==> config.mk <==
export PLATFORM = sky130hd
export DESIGN_NAME = sram_controller_flat
export DESIGN_NICKNAME = d
export VERILOG_FILES = /design/src/rtl/sram_controller_if.sv /design/src/rtl/sram_controller.sv /design/src/flat_wrapper.sv
export SDC_FILE = /design/constraint.sdc
export NUM_CORES = 1
export LEC_CHECK = 0
export CORE_ASPECT_RATIO = 2
export CORE_MARGIN = 2
export CORE_UTILIZATION = 39
export DETAILED_ROUTE_END_ITERATION = 10
export GPL_TIMING_DRIVEN = 0
export PLACE_DENSITY = 0.85
export SYNTH_ARGS = -nofsm -noshare
export SYNTH_HDL_FRONTEND = slang
export SYNTH_SLANG_ARGS = --single-unit
==> constraint.sdc <==
create_clock -name clk -period 2.13 [get_ports clk]
set_clock_uncertainty 0.1 [all_clocks]
set_input_delay 0.5325 -clock clk [delete_from_list [all_inputs] [get_ports clk]]
set_output_delay 0.5325 -clock clk [all_outputs]
set_load 0.02 [all_outputs]
==> src/rtl/sram_controller_if.sv <==
// -----------------------------------------------------------------------------
// sram_controller_if
//
// Bundles the signals between the MEM pipeline stage, the SRAM controller and
// the external 16-bit asynchronous SRAM.
//
//   Pipeline side
//     mem_read    load request, held stable while ready=0
//     mem_write   store request, held stable while ready=0
//     addr[31:0]  byte address; bits [18:2] select the 32-bit word
//     wdata[31:0] store data
//     rdata[31:0] registered load data
//     ready       MEM stage may advance (low freezes the pipeline)
//
//   SRAM side
//     sram_addr[17:0]   half-word address {word, half}
//     sram_dq_out[15:0] write data half-word
//     sram_dq_in[15:0]  read data half-word
//     sram_dq_oe        controller drives sram_dq_out
//     sram_we_n         active-low write strobe
//     sram_oe_n         active-low output enable
//
// Modports: slave = the controller, master = pipeline stage plus SRAM device.
// -----------------------------------------------------------------------------
interface sram_controller_if;

    logic        mem_read;
    logic        mem_write;
    logic [31:0] addr;
    logic [31:0] wdata;
    logic [31:0] rdata;
    logic        ready;

    logic [17:0] sram_addr;
    logic [15:0] sram_dq_out;
    logic [15:0] sram_dq_in;
    logic        sram_dq_oe;
    logic        sram_we_n;
    logic        sram_oe_n;

    modport slave (
        input  mem_read,
        input  mem_write,
        input  addr,
        input  wdata,
        input  sram_dq_in,
        output rdata,
        output ready,
        output sram_addr,
        output sram_dq_out,
        output sram_dq_oe,
        output sram_we_n,
        output sram_oe_n
    );

    modport master (
        output mem_read,
        output mem_write,
        output addr,
        output wdata,
        output sram_dq_in,
        input  rdata,
        input  ready,
        input  sram_addr,
        input  sram_dq_out,
        input  sram_dq_oe,
        input  sram_we_n,
        input  sram_oe_n
    );

endinterface

==> src/rtl/sram_controller.sv <==
// -----------------------------------------------------------------------------
// sram_controller
//
// Turns one 32-bit MEM-stage load or store into two consecutive accesses of
// a 16-bit asynchronous SRAM: the low half-word first (phase LO), then the
// high half-word (phase HI). Each phase lasts WAIT_CYCLES clock cycles. The
// pipeline is stalled (ready=0) until the one-cycle DONE state, so a request
// costs 2*WAIT_CYCLES+1 cycles from its first appearance to ready.
//
// Parameters
//   WAIT_CYCLES  clock cycles per half-word phase, legal range 2..15
//
// Ports
//   clk  pipeline clock, all state changes on the rising edge
//   rst  synchronous active-high reset
//   bus  sram_controller_if.slave (pipeline request/response + SRAM pins)
//
// All SRAM pins come straight from flops. They are loaded with the values for
// the cycle that is about to start, so the pins change cleanly on the clock
// edge that moves the FSM. ready is the only combinational output because the
// pipeline must see it in the same cycle a request appears.
// -----------------------------------------------------------------------------
module sram_controller #(
    parameter int WAIT_CYCLES = 3
) (
    input  logic              clk,
    input  logic              rst,
    sram_controller_if.slave  bus
);

    // Value of cnt in the final cycle of a phase.
    localparam logic [3:0] LAST_CNT = 4'(WAIT_CYCLES - 1);

    typedef enum logic [1:0] {
        IDLE,
        LO,
        HI,
        DONE
    } state_t;

    // Everything that goes to the SRAM pins, registered as one bundle.
    typedef struct packed {
        logic [17:0] addr;
        logic [15:0] dq_out;
        logic        dq_oe;
        logic        we_n;
        logic        oe_n;
    } pins_t;

    // Quiescent pin state for IDLE and DONE: strobes inactive, bus released,
    // address and data parked at zero.
    localparam pins_t IDLE_PINS = '{
        addr:   18'h0,
        dq_out: 16'h0,
        dq_oe:  1'b0,
        we_n:   1'b1,
        oe_n:   1'b1
    };

    state_t      state;
    logic [3:0]  cnt;
    logic        write_op;   // latched access type, 1 = store
    logic [31:0] rdata;
    pins_t       pins;

    logic        request;
    logic        write_req;
    logic [16:0] word_addr;
    logic        unused_addr_bits;

    assign request   = bus.mem_read || bus.mem_write;
    // A simultaneous load and store is treated as a load: the SRAM contents
    // are never touched by an ambiguous request.
    assign write_req = bus.mem_write && !bus.mem_read;
    assign word_addr = bus.addr[18:2];

    // Upper address bits and the byte offset play no part in the mapping.
    assign unused_addr_bits = ^{bus.addr[31:19], bus.addr[1:0]};

    // -------------------------------------------------------------------------
    // Pin values for one cycle of an active phase.
    //   half       0 = low half-word (LO), 1 = high half-word (HI)
    //   phase_cnt  position of the cycle inside its phase
    // A store pulses we_n low for all but the last cycle of the phase, which
    // gives the SRAM a data hold cycle with dq still driven.
    // -------------------------------------------------------------------------
    function automatic pins_t phase_pins(
        input logic        is_write,
        input logic        half,
        input logic [3:0]  phase_cnt,
        input logic [16:0] word,
        input logic [31:0] data
    );
        pins_t p;
        p.addr   = {word, half};
        p.dq_out = is_write ? (half ? data[31:16] : data[15:0]) : 16'h0;
        p.dq_oe  = is_write;
        p.we_n   = !(is_write && (phase_cnt != LAST_CNT));
        p.oe_n   = is_write;
        return p;
    endfunction

    // -------------------------------------------------------------------------
    // FSM, phase counter, read data and registered SRAM pins.
    // The request inputs are held stable by the pipeline for the whole access,
    // so addr and wdata can be used directly in every phase.
    // -------------------------------------------------------------------------
    always_ff @(posedge clk) begin
        // NOTE: non-blocking assignments throughout, so every branch below
        // sees the pre-edge values of state, cnt and write_op.
        if (rst) begin
            state    <= IDLE;
            cnt      <= 4'd0;
            write_op <= 1'b0;
            rdata    <= 32'h0;
            pins     <= IDLE_PINS;
        end else begin
            case (state)
                IDLE: begin
                    if (request) begin
                        state    <= LO;
                        cnt      <= 4'd0;
                        write_op <= write_req;
                        pins     <= phase_pins(write_req, 1'b0, 4'd0,
                                               word_addr, bus.wdata);
                    end else begin
                        pins     <= IDLE_PINS;
                    end
                end

                LO: begin
                    if (cnt == LAST_CNT) begin
                        state <= HI;
                        cnt   <= 4'd0;
                        // The SRAM has had a full phase to settle its output.
                        if (!write_op) begin
                            rdata[15:0] <= bus.sram_dq_in;
                        end
                        pins  <= phase_pins(write_op, 1'b1, 4'd0,
                                            word_addr, bus.wdata);
                    end else begin
                        cnt   <= cnt + 4'd1;
                        pins  <= phase_pins(write_op, 1'b0, cnt + 4'd1,
                                            word_addr, bus.wdata);
                    end
                end

                HI: begin
                    if (cnt == LAST_CNT) begin
                        state <= DONE;
                        cnt   <= 4'd0;
                        if (!write_op) begin
                            rdata[31:16] <= bus.sram_dq_in;
                        end
                        pins  <= IDLE_PINS;
                    end else begin
                        cnt   <= cnt + 4'd1;
                        pins  <= phase_pins(write_op, 1'b1, cnt + 4'd1,
                                            word_addr, bus.wdata);
                    end
                end

                DONE: begin
                    // The pipeline advances during DONE, so whatever request
                    // is visible next cycle is a new one and starts afresh
                    // from IDLE.
                    state <= IDLE;
                    pins  <= IDLE_PINS;
                end

                default: begin
                    state <= IDLE;
                    cnt   <= 4'd0;
                    pins  <= IDLE_PINS;
                end
            endcase
        end
    end

    // -------------------------------------------------------------------------
    // ready: high in DONE, or in IDLE with nothing requested. The cycle in
    // which a request first appears is already a stall cycle. While rst is
    // high the FSM is treated as IDLE regardless of its current state.
    // -------------------------------------------------------------------------
    assign bus.ready = (rst || state == IDLE) ? !request : (state == DONE);

    assign bus.rdata       = rdata;
    assign bus.sram_addr   = pins.addr;
    assign bus.sram_dq_out = pins.dq_out;
    assign bus.sram_dq_oe  = pins.dq_oe;
    assign bus.sram_we_n   = pins.we_n;
    assign bus.sram_oe_n   = pins.oe_n;

endmodule

==> src/flat_wrapper.sv <==
// flat-port wrapper written by rule: the top's interface ports become plain ports
module sram_controller_flat 
#(
    parameter int WAIT_CYCLES = 3
)
  (clk, rst, bus_mem_read, bus_mem_write, bus_addr, bus_wdata, bus_sram_dq_in, bus_rdata, bus_ready, bus_sram_addr, bus_sram_dq_out, bus_sram_dq_oe, bus_sram_we_n, bus_sram_oe_n);
  sram_controller_if bus_i ();
  input  logic clk;
  input  logic rst;
  input wire logic [$bits(bus_i.mem_read)-1:0] bus_mem_read;
  input wire logic [$bits(bus_i.mem_write)-1:0] bus_mem_write;
  input wire logic [$bits(bus_i.addr)-1:0] bus_addr;
  input wire logic [$bits(bus_i.wdata)-1:0] bus_wdata;
  input wire logic [$bits(bus_i.sram_dq_in)-1:0] bus_sram_dq_in;
  output wire logic [$bits(bus_i.rdata)-1:0] bus_rdata;
  output wire logic [$bits(bus_i.ready)-1:0] bus_ready;
  output wire logic [$bits(bus_i.sram_addr)-1:0] bus_sram_addr;
  output wire logic [$bits(bus_i.sram_dq_out)-1:0] bus_sram_dq_out;
  output wire logic [$bits(bus_i.sram_dq_oe)-1:0] bus_sram_dq_oe;
  output wire logic [$bits(bus_i.sram_we_n)-1:0] bus_sram_we_n;
  output wire logic [$bits(bus_i.sram_oe_n)-1:0] bus_sram_oe_n;
  assign bus_i.mem_read = bus_mem_read;
  assign bus_i.mem_write = bus_mem_write;
  assign bus_i.addr = bus_addr;
  assign bus_i.wdata = bus_wdata;
  assign bus_i.sram_dq_in = bus_sram_dq_in;
  assign bus_rdata = bus_i.rdata;
  assign bus_ready = bus_i.ready;
  assign bus_sram_addr = bus_i.sram_addr;
  assign bus_sram_dq_out = bus_i.sram_dq_out;
  assign bus_sram_dq_oe = bus_i.sram_dq_oe;
  assign bus_sram_we_n = bus_i.sram_we_n;
  assign bus_sram_oe_n = bus_i.sram_oe_n;
  sram_controller #(.WAIT_CYCLES(WAIT_CYCLES)) u_core (.clk(clk), .rst(rst), .bus(bus_i));
endmodule
# --- Word level (Yosys, flattened, before mapping) ---
# Index checks and enable logic that the tools add are counted.
classes:
  n_addsub: 1
  n_eq_ne: 8
  muxes: 15
  bitwise_logic: 1
  reduce_logical: 17
ops:
  columns: ["cell", "count"]
  rows:
  - ["37-bit case mux with 4 select lines", 1]
  - ["37-bit two-way mux", 2]
  - ["16-bit two-way mux", 3]
  - ["20-bit two-way mux", 1]
  - ["3-bit AND reduction", 3]
  - ["4-bit two-way mux", 2]
  - ["2-bit case mux with 4 select lines", 1]
  - ["4-bit case mux with 2 select lines", 1]
  - ["2-bit two-way mux", 3]
  - ["2-bit by 1-bit inequality test with 1-bit output, second input constant", 3]
  - ["1-bit logical NOT", 5]
  - ["4-bit by 1-bit adder with 4-bit output, second input constant", 1]
  - ["2-bit == test, second input constant", 2]
  - ["4-bit by 2-bit == test with 1-bit output, second input constant", 1]
  - ["4-bit by 2-bit inequality test with 1-bit output, second input constant", 1]
  - ["2-bit AND reduction", 2]
  - ["2-bit by 1-bit == test with 1-bit output, second input constant", 1]
  - ["1-bit logical AND", 2]
  - ["2-bit logical NOT", 1]
  - ["1-bit logical OR", 2]
  - ["2-bit nonzero test", 1]
  - ["2-bit OR reduction", 1]
  - ["1-bit two-way mux", 1]
  - ["1-bit inverter", 1]
word_totals:
  regBits: 76
  in_bits: 84
  out_inout_bits: 70
  elab_cells: 52

# --- Logic depth before layout (Yosys ltp) ---
# Gate-level depths: netlist of the first run.
logic_depth:
  word_depth: 6
  depth_mapped: 7
  depth_no_buf: 5

# --- Least setup slack after synthesis of the first run ---
# OpenSTA, ideal clock, no wires.
synth_path:
  kind: "register to output"
  start: "reg u_core.state[0]"
  end: "out bus_ready"
  arrival_ns: 1.626
  t_required_ns: 1.497
  slack_ns: -0.129
  path_stages_with_launch: 6
  n_path_buf: 1
  cell_sequence: "dfxtp_1 > inv_1 > ha_1 > buf_1 > nor2_1 > o31ai_1"
synth_via:
  elab_chain_cells: 3
synth_lines:
  columns: ["element", "line", "source"]
  rows:
  - ["from (decl)", "sram_controller.sv:60", "state_t state;"]
  - ["from (signal assigned)", "sram_controller.sv:112", "state <= IDLE;"]
  - ["from (signal assigned)", "sram_controller.sv:121", "state <= LO;"]
  - ["from (signal assigned)", "sram_controller.sv:133", "state <= HI;"]
  - ["2-bit logical NOT", "sram_controller.sv:185", "assign bus.ready = (rst || state == IDLE) ? !request : (state == DONE);"]
  - ["1-bit logical OR", "sram_controller.sv:185", null]
  - ["1-bit two-way mux *", "sram_controller.sv:185", null]
  - ["to (decl)", "flat_wrapper.sv:16", "output wire logic [$bits(bus_i.ready)-1:0] bus_ready;"]
# Every way passes the cells marked *; elsewhere a longest branch is shown, timed or not.

# --- Worst setup path after layout of the first run ---
layout_path:
  start: "in bus_mem_write"
  end: "out bus_ready"
layout_via:
  elab_chain_cells: 3
layout_lines:
  columns: ["element", "line", "source"]
  rows:
  - ["from (decl)", "flat_wrapper.sv:11", "input wire logic [$bits(bus_i.mem_write)-1:0] bus_mem_write;"]
  - ["1-bit logical OR", "sram_controller.sv:71", "assign request = bus.mem_read || bus.mem_write;"]
  - ["1-bit logical NOT", "sram_controller.sv:185", null]
  - ["1-bit two-way mux", "sram_controller.sv:185", null]
# Every way passes these cells.

==> run_results.csv, run 1 <==
group,metric,value,unit
drt,routed_wl,9.27,mm
global_route,grt_overflow,0,
worst_hold_path,min_path_type,"reg2reg",
logic_synthesis,synth_seq_cells,76,
drt,drt_iter0_drc,171,
drt,drt-wirelength-per-cell,16.7,µm
floorplan,dieHeight,127,µm
logic_synthesis,ys.warnings.count,0,
status,outcome,"complete, but fails checks",
cells_and_area,synthToLayoutAreaGrowth,66.1,%
worst_setup_path,cp-start-kind,"input port",
status,violations,"negative setup slack",
logic_synthesis,ys_seq_area_frac,0.515,
sta,tightest_slew,0.517,ns
floorplan,dieArea,0.00833,mm²
place,dp_slack,-0.950,ns
cells_and_area,finalNonFillerCells,556,
logic_synthesis,syn_nets,397,
cells_and_area,antenna_cells,0,
clock_tree,clkSlewWorstSetupHoldPaths,0.05,ns
cells_and_area,utilization,0.670,
power,p_leak,0.00176,µW
clock_tree,clkLatencyLatePin,0.33,ns
flow_run,max-cap-violations,0,
place,numPortBuffers,138,
global_route,grt_pass1_vias,2819,
worst_setup_path,worstPathMaxFanout,5,
drt,via_count,2968,
cells_and_area,final_cell_mix,"clkdlybuf4s50_1, dfxtp_1, a21oi_1",
drt,dr.pass1.iters,4,
cells_and_area,final_common_cell,"clkdlybuf4s50_1",
clock_tree,cts_root_buf,"clkbuf_16",
floorplan,die_w,65.5,µm
logic_synthesis,synth.avg_cell_area,9.65,µm²
sta,relSlewSlack,0.654,
logic_synthesis,synth-edff-count,0,
clock_tree,cts_tree,"built",
worst_setup_path,worstPathArrival,1.50,ns
floorplan,coreArea,0.00732,mm²
drt,viasPerCell,5.34,
sta,rsz0062_at_grt,"true",
cells_and_area,multi_input_area,0.00131,mm²
sta,final.period_utilization,1.00,
floorplan,ioPinCount,154,
worst_hold_path,whs_endpoint,"u_core.bus.rdata[16]",
worst_setup_path,critPathKind,"in2out",
worst_hold_path,hold_depth,2,
cells_and_area,seqCellArea,0.00152,mm²
cells_and_area,fin_nets,550,
global_route,grt_pass1_wl,13.9,mm
floorplan,rows,44,
drt,antenna_left,0,
global_route,antenna_found_initial,0,
power,power_density,1030,mW/mm²
floorplan,start_util,0.403,
clock_tree,cts_buffers,9,
place,gp_congestion,0.840,
sta,finalMaxSlewViolations,0,
power,peakVddDrop,0.628,mV
clock_tree,clkSinkCount,76,
clock_tree,cts_hold_buffers,0,
sta,finalHoldViolCount,0,
sta,holdWs,0.376,ns
place,dp_cells,536,
cells_and_area,nFillCells,563,
clock_tree,cts_max_level,3,
logic_synthesis,ys_async_sr_fraction,0,
logic_synthesis,ys_types,39,
worst_setup_path,end_kind,"primary output",
logic_synthesis,synth_ff_type,"dfxtp_1",
sta,fin_crit,2.14,ns
worst_setup_path,r2r_end,"u_core.bus.sram_dq_out[15]",
logic_synthesis,synth.cell_area,0.00295,mm²
sta,setup_viol,1,
worst_setup_path,cp.required,1.50,ns
global_route,grt_max_degree,13,
cells_and_area,drive_above_1_share,0.112,
worst_hold_path,holdCritStartpoint,"u_core.bus.rdata[16]",
clock_tree,clk_path_buf_depth,2,
sta,worst_slack,-0.00688,ns
worst_setup_path,r2r_cells,6,
global_route,grt_usage,0.220,
worst_setup_path,reg2reg_from,"u_core.cnt[1]",
place,hpwl,6.97,mm
power,power.total,5060,µW
sta,max_freq,468,MHz
drt,drc,0,
logic_synthesis,synthCells,306,
worst_setup_path,r2r_slack,0.08,ns
timing repair:
item	4_1_cts	5_1_grt
pin swaps	1	3
setup endpoints to repair	21	49
hold endpoints to repair	0	0
buffers inserted	0	4
gates resized for setup	18	24
worst max path at each step:
stage	startpoint	to	slack, ns	depth (start not counted)
6_report	bus_mem_write	bus_ready	-0.007	3
5_1_grt	u_core.state[1]	bus_ready	-0.05	7
4_1_cts	u_core.state[0]	bus_ready	-0.12	6
3_5_place_dp	rst	bus_ready	-0.95	5
3_3_place_gp	rst	bus_ready	-0.93	5
2_1_floorplan	u_core.state[0]	bus_ready	0.03	5
report_power, final:
group | internal (µW) | total (µW) | switching [µW] | leakage, µW
Combinational | 743 | 1650 | 911 | 0.000968
Sequential | 1570 | 1650 | 76.7 | 0.000619
Clock | 1210 | 1760 | 555 | 0.000173
per-layer routing:
metal / wire length, µm / GRT usage
met1: 3360 / 0.218
met2: 4890 / 0.412
met3: 816 / 0.0607
met5: 0 / 0
met4: 206 / 0.0956
sequential cells by signal (all words and copies together) (netlist names):
name	count
u_core.bus.sram_addr	18
u_core.state	2
u_core.bus.sram_dq_oe	1
u_core.write_op	1
u_core.bus.sram_we_n	1
u_core.cnt	4
u_core.bus.sram_dq_out	16
u_core.bus.sram_oe_n	1
u_core.bus.rdata	32
cells in the mapped netlist, types with 2 or more instances:
cell / count / share of area
dfxtp_1: 76 / 0.52
a21oi_1: 39 / 0.066
nand3_1: 34 / 0.058
o21ai_0: 33 / 0.056
nor3b_1: 19 / 0.048
clkbuf_1: 17 / 0.022
a22o_1: 16 / 0.047
ha_1: 7 / 0.030
inv_1: 6 / 0.0076
o21ai_1: 6 / 0.010
a211oi_1: 4 / 0.010
buf_2: 4 / 0.0068
buf_6: 4 / 0.015
nand2_1: 4 / 0.0051
nand2b_1: 4 / 0.0085
nor2_1: 3 / 0.0038
a31oi_1: 2 / 0.0042
buf_1: 2 / 0.0025
mux2i_1: 2 / 0.0068
nand4_1: 2 / 0.0042
nand4bb_1: 2 / 0.0076
nor2b_1: 2 / 0.0042
o31ai_1: 2 / 0.0051
logic make-up (layout without fill, tap and decap cells):
group | count (synthesis) | after routing | share of synthesized area
adder cells (fa/ha/maj) | 7 | 7 | 0.0297
multiplexers | 3 | 3 | 0.0144
AO/OA/AOI/OAI | 106 | 106 | 0.214
buffers and inverters | 33 | 191 | 0.0538
flip-flops | 76 | 76 | 0.515
AND/OR/NAND/NOR | 81 | 81 | 0.172
through the flow:
stage | TNS, ns | cell area, µm²
finish | -0.00688 | 4900
global route | -0.0462 | 4900
CTS | -0.123 | 4840
detailed placement | -12.67 | 4450
global placement | -10.26 | 4450
floorplan | 0 | 2960
worst max-delay path, stage by stage:
cell	delay [ns]
clkdlybuf4s50_1	0.51
o31ai_2	0.28
buf_4	0.18
final cells by class:
cell class,instances,area share
multi-input cells,197,0.267
inverters,6,0.00459
repair buffers,142,0.288
well taps,92,0.0235
plain buffers,27,0.0344
clock inverters,4,0.0194
flip-flops and latches,76,0.311
clock buffers,12,0.0523
No activity file was read; power rests on OpenSTA's default activity.
==> run 2: changes to the inputs <==
CORE_UTILIZATION = 60   (was 39)
DONT_BUFFER_PORTS = 1   (was not set)
PLACE_DENSITY = 0.82   (was 0.85)
==> run 2 against run 1 <==
- critical endpoint unchanged
- via count decreased by 20%
- core utilization increased by 1.8 points
- the run now ends clean
- first-iteration DRC count fell by 64%
==> run_results.csv, run 2 (synthesis results as in run 1) <==
group,metric,value,unit
worst_setup_path,slowest_delay,0.37,ns
clock_tree,cts_root_buf,"clkbuf_8",
cells_and_area,nFillCells,386,
floorplan,dieHeight,103,µm
power,p_sw_frac,0.350,
power,power.total,4020,µW
floorplan,coreArea,0.00482,mm²
drt,antenna_left,0,
power,pwr-share-seq,0.447,
sta,worst_slack,0.0717,ns
clock_tree,cts_buffers,9,
sta,max_freq,486,MHz
sta,fin_crit,2.06,ns
status,outcome,"finished, final reports clean",
worst_setup_path,end_kind,"primary output",
global_route,grt_pass1_wl,10.5,mm
clock_tree,clk_path_buf_depth,2,
drt,via_count,2374,
cells_and_area,finalNonFillerCells,382,
floorplan,dieArea,0.00553,mm²
clock_tree,clkSlewWorstSetupHoldPaths,0.07,ns
worst_setup_path,path_depth,6,
sta,finalHoldViolCount,0,
sta,holdWs,0.184,ns
drt,drc,0,
worst_setup_path,cp.required,1.50,ns
floorplan,rows,36,
worst_setup_path,critPathKind,"reg2out",
worst_setup_path,cp-start-kind,"flop",
worst_setup_path,critPathTopFamily,"flip-flops",
sta,setup_viol,0,
power,p_sw,1410,µW
flow_run,max-cap-violations,0,
power,p_int,2620,µW
floorplan,die_w,53.6,µm
drt,viasPerCell,6.21,
worst_hold_path,hold_depth,1,
place,dp_slack,-0.203,ns
place,dp_cells,363,
cells_and_area,top_register,"u_core.bus.rdata",
clock_tree,clkSinkCount,76,
worst_setup_path,slowest_stage,"dfxtp_2",
sta,fin_tns_setup,0,ns
power,peakVddDrop,0.807,mV
floorplan,start_util,0.613,
cells_and_area,seqCellArea,0.00152,mm²
sta,tightest_slew,0.511,ns
floorplan,ioPinCount,154,
drt,routed_wl,7.06,mm
clock_tree,clkLatencyLatePin,0.35,ns
power,pwr-share-comb,0.282,
worst_setup_path,r2r_cells,7,
global_route,grt_usage,0.263,
place,hpwl,5.36,mm
cells_and_area,largest_reg_flops,32,
power,p_clk_frac,0.270,
worst_setup_path,worstPathMaxFanout,7,
cells_and_area,antenna_cells,0,
sta,final.period_utilization,0.966,
clock_tree,cts_max_level,3,
worst_setup_path,r2r_slack,0.10,ns
sta,relSlewSlack,0.659,
cells_and_area,final_cell_mix,"dfxtp_1, a21oi_1, nand3_1",
worst_setup_path,cp_cell_sequence,"inv_2 -> ha_4 -> buf_8 -> nor2_4 -> nand2_1 -> o31ai_4",
worst_hold_path,min_path_type,"in2reg",
cells_and_area,drive_above_1_share,0.151,
sta,rsz0062_at_grt,"false",
drt,drt_iter0_drc,62,
power,p_leak,0.00116,µW
drt,dr.pass1.iters,4,
worst_setup_path,worstPathArrival,1.43,ns
global_route,grt_max_degree,13,
power,power_density,1210,mW/mm²
worst_setup_path,cp.buffers_inverters,2,
cells_and_area,fin_nets,411,
place,gp_congestion,0.841,
global_route,grt_pass1_vias,2359,
cells_and_area,multi_input_area,0.00132,mm²
drt,drt-wirelength-per-cell,18.5,µm
clock_tree,cts_tree,"built",
place,numPortBuffers,0,
global_route,antenna_found_initial,0,
sta,finalMaxSlewViolations,0,
global_route,grt_overflow,0,
cells_and_area,synthToLayoutAreaGrowth,12.2,%
cells_and_area,final_common_cell,"dfxtp_1",
## run 2: changes by cell type in the layout (fill, tap and decap cells not counted), moves of 2 or more
cell	previous run	this run
buf_4	5	3
bufinv_16	3	1
clkbuf_16	9	0
clkbuf_2	5	7
clkbuf_8	3	11
clkdlybuf4s50_1	135	0
clkinv_2	1	4
## run 2: final timing paths
path | start | end
worst max-delay path | u_core.state[1] | bus_ready
worst min register to register | u_core.state[1] | u_core.state[1]
worst max register to register | u_core.cnt[0] | u_core.bus.sram_dq_out[4]
worst min-delay path | bus_mem_read | u_core.write_op
## run 2: power groups by stage
stage               logic [µW]  clock network, µW  registers (µW)
floorplan                  747                  0            1800
global placement           940                  0            1820
detailed placement         970                  0            1830
CTS                       1070               1100            1800
global route              1250               1160            1820
finish                    1140               1090            1800
## run 2: worst register-to-register path, cell delays in order (launching register included)
cell and delay, ns:
dfxtp_1 0.37, inv_1 0.10, ha_1 0.22, or3b_1 0.37
buf_6 0.16, mux2i_4 0.22, buf_6 0.16, a22o_1 0.23
## run 2: layer usage
metal,GRT usage,part of all wire
met4,0.176,0.029
met1,0.234,0.32
met2,0.479,0.56
met5,0,0
met3,0.0848,0.089
## run 2: metrics by stage
stage / utilization / cell area, µm²
after floorplan: - / 2960
after detailed placement: 0.629 / 3030
final: 0.687 / 3310
after global placement: 0.629 / 3030
after global routing: 0.687 / 3310
after CTS: 0.680 / 3280
## run 2: area by class of cell
type	instances	area share
multi-input combinational	197	0.397
tap	57	0.0215
inverter	6	0.00680
clock buffer	11	0.0457
clock inverter	5	0.0151
sequential	76	0.460
timing repair buffer	3	0.00680
buffer	27	0.0472
## run 2: what timing repair did
item / in CTS / in global routing
setup endpoints to repair: 21 / 40
resized for setup: 13 / 16
hold buffers: 0 / 0
gates cloned: 0 / 0
setup buffers: 0 / 3
hold endpoints to repair: 0 / 0
pin swaps: 2 / 3
==> run 3: changes to the inputs <==
ABC_AREA = 0   (was not set)
CAP_MARGIN = 20   (was not set)
GPL_ROUTABILITY_DRIVEN = 0   (was not set)
==> results of run 3 <==
No change in the layout: final DEF, timing and power equal those of run 2.
